**src/rtl/pipe_stage_skid.sv**
```systemverilog
// rtl/pipe_stage_skid.sv - pipeline register stage with optional 2-entry skid buffer and bubble counter
module pipe_stage_skid #(
  parameter int DATA_W = 32,
  parameter int CTRL_W = 8,
  parameter int SKID   = 1,
  parameter int CNT_W  = 16
) (
  input  logic              clk,
  input  logic              reset,
  input  logic              flush,
  input  logic              in_valid,
  output logic              in_ready,
  input  logic [CTRL_W-1:0] in_ctrl,
  input  logic [DATA_W-1:0] in_data,
  output logic              out_valid,
  input  logic              out_ready,
  output logic [CTRL_W-1:0] out_ctrl,
  output logic [DATA_W-1:0] out_data,
  output logic [1:0]        occupancy,
  output logic [CNT_W-1:0]  bubble_cnt
);

  // Encoding doubles as the occupancy count.
  typedef enum logic [1:0] {
    ST_EMPTY = 2'd0,
    ST_ONE   = 2'd1,
    ST_FULL  = 2'd2
  } state_t;

  state_t             r_state;
  state_t             w_next_state;
  logic [CTRL_W-1:0]  r_main_ctrl;
  logic [DATA_W-1:0]  r_main_data;
  logic [CTRL_W-1:0]  r_skid_ctrl;
  logic [DATA_W-1:0]  r_skid_data;
  logic [CNT_W-1:0]   r_bubble_cnt;
  logic               w_in_fire;
  logic               w_out_fire;
  logic               w_load_main_in;
  logic               w_load_main_skid;
  logic               w_load_skid;

  assign out_valid  = (r_state != ST_EMPTY);
  assign w_in_fire  = in_valid & in_ready;
  assign w_out_fire = out_valid & out_ready;

  // Next-state and slot-load decisions; flush overrides everything and drops the offered beat.
  always_comb begin
    w_next_state     = r_state;
    w_load_main_in   = 1'b0;
    w_load_main_skid = 1'b0;
    w_load_skid      = 1'b0;
    if (flush) begin
      w_next_state = ST_EMPTY;
    end else begin
      case (r_state)
        ST_EMPTY: begin
          if (w_in_fire) begin
            w_load_main_in = 1'b1;
            w_next_state   = ST_ONE;
          end
        end
        ST_ONE: begin
          if (w_in_fire && w_out_fire) begin
            w_load_main_in = 1'b1;
          end else if (w_in_fire) begin
            // Only reachable with a skid slot; single-entry mode gates in_ready on out_ready.
            if (SKID != 0) begin
              w_load_skid  = 1'b1;
              w_next_state = ST_FULL;
            end
          end else if (w_out_fire) begin
            w_next_state = ST_EMPTY;
          end
        end
        ST_FULL: begin
          if (w_out_fire) begin
            w_load_main_skid = 1'b1;
            w_next_state     = ST_ONE;
          end
        end
        default: w_next_state = ST_EMPTY;
      endcase
    end
  end

  // State register; reset discards all held beats without waiting for an edge.
  always_ff @(posedge clk or posedge reset) begin
    if (reset) begin
      r_state <= ST_EMPTY;
    end else begin
      r_state <= w_next_state;
    end
  end

  // Main and skid payload slots; main keeps its data across a flush.
  always_ff @(posedge clk or posedge reset) begin
    if (reset) begin
      r_main_ctrl <= '0;
      r_main_data <= '0;
      r_skid_ctrl <= '0;
      r_skid_data <= '0;
    end else begin
      if (w_load_main_in) begin
        r_main_ctrl <= in_ctrl;
        r_main_data <= in_data;
      end else if (w_load_main_skid) begin
        r_main_ctrl <= r_skid_ctrl;
        r_main_data <= r_skid_data;
      end
      if (w_load_skid) begin
        r_skid_ctrl <= in_ctrl;
        r_skid_data <= in_data;
      end
    end
  end

  generate
    if (SKID != 0) begin : g_skid
      logic r_in_ready;
      // Registered ready breaks the out_ready -> in_ready combinational path.
      always_ff @(posedge clk or posedge reset) begin
        if (reset) begin
          r_in_ready <= 1'b0;
        end else begin
          r_in_ready <= (w_next_state != ST_FULL);
        end
      end
      assign in_ready = r_in_ready;
    end else begin : g_single
      assign in_ready = ~out_valid | out_ready;
    end
  endgenerate

  // Saturating count of cycles where downstream was ready but starved; flush does not touch it.
  always_ff @(posedge clk or posedge reset) begin
    if (reset) begin
      r_bubble_cnt <= '0;
    end else if (out_ready && !out_valid && (r_bubble_cnt != {CNT_W{1'b1}})) begin
      r_bubble_cnt <= r_bubble_cnt + 1'b1;
    end
  end

  assign out_ctrl   = out_valid ? r_main_ctrl : '0;
  assign out_data   = r_main_data;
  assign occupancy  = r_state;
  assign bubble_cnt = r_bubble_cnt;

endmodule

```
**config.mk**
```make
export PLATFORM = sky130hd
export DESIGN_NAME = pipe_stage_skid
export DESIGN_NICKNAME = d
export VERILOG_FILES = /design/src/rtl/pipe_stage_skid.sv
export SDC_FILE = /design/constraint.sdc
export NUM_CORES = 1
export LEC_CHECK = 0
export BUFFER_PORTS_ARGS = -buffer_cell sky130_fd_sc_hd__buf_2
export CAP_MARGIN = 10
export CORE_ASPECT_RATIO = 1.4
export CORE_MARGIN = 2
export CORE_UTILIZATION = 57
export CTS_CLUSTER_DIAMETER = 50
export DETAILED_ROUTE_END_ITERATION = 8
export PLACE_DENSITY = 0.94
export SLEW_MARGIN = 20
export SYNTH_ARGS = -nofsm -noshare
export SYNTH_HDL_FRONTEND = slang
export SYNTH_SLANG_ARGS = --single-unit
export TNS_END_PERCENT = 20
```
**constraint.sdc**
```tcl
create_clock -name clk -period 6.55 [get_ports clk]
set_clock_uncertainty 0.05 [all_clocks]
set_input_delay 1.6375 -clock clk [delete_from_list [all_inputs] [get_ports clk]]
set_output_delay 1.6375 -clock clk [all_outputs]
set_load 0.005 [all_outputs]
```
* Word level (Yosys, flattened, before mapping) *
Cells that the tools add are included.

cells by class
  eq/ne operators = 4
  reductions and logical operators = 7
  muxes and demuxes = 22
  bitwise logic cells = 2
  add/subtract/negate cells = 1

operators by type and width
  kind                                                              count
  32-bit 2-to-1 mux                                                 2
  8-bit 2-to-1 mux                                                  3
  16-bit by 1-bit adder with 16-bit output (second input constant)  1
  16-bit != test (second input constant)                            1
  2-bit 2-to-1 mux                                                  6
  1-bit 2-to-1 mux                                                  9
  2-bit one-hot mux with 3 select lines                             1
  2-bit nonzero test                                                2
  1-bit logical AND                                                 3
  1-bit AND                                                         2
  2-bit by 1-bit == test with 1-bit output (second input constant)  1
  2-bit == test (second input constant)                             1
  2-bit logical NOT                                                 1
  2-bit != test (second input constant)                             1
  1-bit one-hot mux with 2 select lines                             1
  1-bit logical NOT                                                 1

storage, ports and cells
  register bits after elaboration = 99
  output and inout bits = 60

* Longest topological paths before layout *
  depth after elaboration = 8
  depth in mapped cells = 6
  mapped depth without buffers = 5

* Least setup slack after synthesis *
No wires, ideal clock.

  kind = input to register
  start point = input port out_ready
  end point = register r_bubble_cnt[15], in the netlist bubble_cnt[15]
  arrival = 2.804 ns
  required time = 6.421 ns
  path buffers = 0
  cell stages on the path = 4
  library setup time = 0.079 ns
  path slack = 3.616 ns
  path through = or3b_1 > or4_4 > nor3_2 > xor2_1

between the ends
  word-level cells in the longest chain between the ends = 2

RTL lines
  element                          line  RTL
  from (decl)                      16    input logic out_ready,
  1-bit logical AND (2 in series)  139   end else if (out_ready && !out_valid && (r_bubble_cnt != {CNT_W{1'b1}})) begin
  to (signal assigned)             140   r_bubble_cnt <= r_bubble_cnt + 1'b1;
  to (decl)                        36    logic [CNT_W-1:0] r_bubble_cnt;

No other way between the ends.
A chain may end at the register's enable or synchronous reset.

* Final worst setup path *
  start point = register r_state[1], in the netlist occupancy[1]
  end point = output port out_ctrl[7]

between the ends
  word-level cells in the longest chain between the ends = 2

RTL lines
  element                 line  RTL
  from (decl)             30    state_t r_state;
  from (signal assigned)  92    r_state <= w_next_state;
  2-bit nonzero test      43    assign out_valid = (r_state != ST_EMPTY);
  8-bit 2-to-1 mux        144   assign out_ctrl = out_valid ? r_main_ctrl : '0;
  to (decl)               17    output logic [CTRL_W-1:0] out_ctrl,

No other way between the ends.

==> metrics.yaml <==
status:
  status: "completed"
critical_path:
  worst_ep_required_time_ns: 4.86
  cpMaxStageDelayCell: "nor2_1"
  critical_path_arrival_ns: 1.65
  cp_top_family: "simple AND/OR/NAND/NOR gates"
  cp_max_fo: 10
  r2r_start: "bubble_cnt[0]"
  critical_path.cell_chain: "nor2_1 > nor2b_1 > buf_2"
  critPathKind: "reg -> out"
  ff2ff_setup_slack_ns: 4.28
  slowest_delay_ns: 0.52
  rr_worst_depth: 6
  start_kind: "flop"
  path_buf_inv: 1
  cp-end-kind: "primary output"
  r2r_end: "bubble_cnt[1]"
placement:
  dp_hpwl_microns: 5810
  placed_cells: 504
  gp_congestion: 0.842
  io_buffers: 104
min_path:
  hp-class: "reg -> reg"
  min_path_cells: 1
  hold_start: "r_main_ctrl[3]"
  min_to: "r_main_ctrl[3]"
detailed_routing:
  vias: 2982
  met2_length_microns: 4350
  drc: 0
  drt-met1-wl_microns: 3600
  drtPass1Iterations: 4
  wl_met3_microns: 441
  drtIter0Drc: 139
  vias_per_cell: 5.73
  highest_layer: "met4"
  wire_per_inst_microns: 16.4
  drt-total-wl_microns: 8540
  drtAntennaViolNets: 0
clock_network:
  clock_sinks: 99
  cts_max_path_buffers: 2
  htreeDepth: 3
  cts_setup_buffers: 0
  ctsResizeCount: 0
  cts_root_buf: "clkbuf_8"
  cts_tree: "yes"
  cts_hold_buf: 0
  clk_latency_ns: 0.35
  cts_buffers: 9
  clk_pin_slew_worst_paths_ns: 0.09
power:
  p_leak_uw: 0.00264
  power_density_nw_per_um2: 322
  worst_ir_drop_vdd_v: 0.000231
sta:
  setup_tns_ns: 0
  period_minus_slack_ns: 3.33
  slew_headroom_pct: 35.6
  finalSetupViolations: 0
  rsz0062_at_grt: "no"
  tightestPinTransition_ns: 0.963
  report.final.slew_viol_count: 0
  hold_viol_final: 0
  fmax_ghz: 0.300
  timing.final.crit_share_pct: 50.9
layout:
  instances_no_fill: 520
  antenna_cells: 0
  layout_commonest_cell: "buf_2"
  nNetsFinal: 464
  area_growth_pct: 20.1
  mostFrequentLayoutCells: "buf_2 (104), dfrtp_1 (99), mux2_2 (41)"
  post_route_cells_drive_above_1_share_pct: 41.4
  fillers: 528
synth:
  synth-main-ff-cell: "dfrtp_1"
  synth_area_leaders: "dfrtp_1 (59%), mux2_2 (11%), a22o_1 (8.4%)"
  yosysUniqueCellTypes: 31
  yosysWarnings: 0
  synth_top_area_share_pct: 59.2
  synth_edf_count: 0
  syn_area_sq_um: 4190
  synthCells: 318
  synth_seq_area_share_pct: 59.2
  synthArstFlopShare_pct: 100
  ys_ff_latch: 99
  synth_top_cell_by_area: "dfrtp_1"
  syn-num-nets: 364
  avgSynthCellArea_sq_um: 13.2
die:
  die_h_microns: 105
  core_sq_um: 7220
  die_area_sq_um: 8050
  die_w_microns: 76.4
  io_pins: 105
  core.rowCount: 37
  start_util_pct: 58.0
global_route:
  grt_pass1_wl_microns: 14000
  grt_pass1_vias: 2932
  grt_usage_pct: 22.0
  antenna_found_initial: 0
  grt_start_max_net_pins: 67
  grt.overflow.total: 0
flow_run:
  max_cap_violations: 0
[cells by family (layout without fill, tap and decap cells)]
kind of cell	after synthesis	count (layout)	synth area share (%)
flip-flops	99	99	59.2
AO/OA/AOI/OAI	84	84	16.4
AND/OR/NAND/NOR	55	55	7.53
buffers and inverters	22	127	2.18
XOR/XNOR	15	15	3.14
adder cells (fa/ha/maj)	1	1	0.299
multiplexers	42	42	11.3
[state kept, by name, summed over array words and instances (netlist names)]
signal       flops
out_data        32
r_skid_data     32
bubble_cnt      16
r_main_ctrl      8
r_skid_ctrl      8
occupancy        2
in_ready         1
[cells in the mapped netlist (2+ instances only)]
master / n
a21o_1: 40
a22o_1: 40
clkbuf_1: 17
dfrtp_1: 99
inv_1: 3
mux2_2: 41
nand2_1: 8
nand3_1: 6
nand4_1: 5
nor2_1: 6
nor2b_1: 9
nor3_1: 5
nor3_2: 2
nor3b_1: 2
nor4_1: 6
xnor2_1: 3
xor2_1: 12
[report_power, final]
group	leakage, uW	switching (uW)	total, uW	internal (uW)
Sequential	0.00122	109	872	763
Combinational	0.00131	135	318	183
Clock	0.000108	202	428	225
[routing by layer]
layer  GRT usage [%]  vias to the layer above
li1                -                     1360
met1            27.9                     1506
met2            37.7                      103
met3            3.85                       13
met4            8.57                        0
met5               0                        -
[per-stage QoR]
step	instance area (sq um)	setup slack [ns]	power (uW)	hold slack (ns)	utilization, %
after floorplan	4190	2.27	1060	0.391	-
after global placement	4800	3.09	1180	0.402	66.5
after detailed placement	4800	2.96	1200	0.409	66.5
after CTS	5030	3.19	1630	0.430	69.6
after global routing	5030	3.12	1700	0.445	69.6
final	5030	3.22	1620	0.429	69.6
[cell type report]
class	instances	area, sq um	share of cell area, %
clock inverter	6	88.8	1.77
clock buffer	10	138	2.74
tap	97	121	2.41
inverter	3	13.8	0.274
sequential	99	2480	49.3
timing repair buffer	108	551	11.0
multi-input combinational	197	1640	32.6
[worst reg2reg max path: stages, from the launching register on]
cell and delay [ns]:
dfrtp_1 0.42, ha_1 0.21, nand4_1 0.16, nor4_1 0.67
buf_4 0.28, nor2_1 0.08, mux2_2 0.29
[worst max path at each step]
stage	start	to	slack (ns)	depth (start not counted)
3_5_place_dp	out_ready	r_main_ctrl[5]	2.96	6
3_3_place_gp	out_ready	out_data[16]	3.09	6
4_1_cts	occupancy[1]	out_ctrl[4]	3.19	3
5_1_grt	occupancy[1]	out_ctrl[7]	3.12	3
2_1_floorplan	reset	bubble_cnt[0]	2.27	1
6_report	occupancy[1]	out_ctrl[7]	3.22	3
Power figures use the tool's default switching activity.
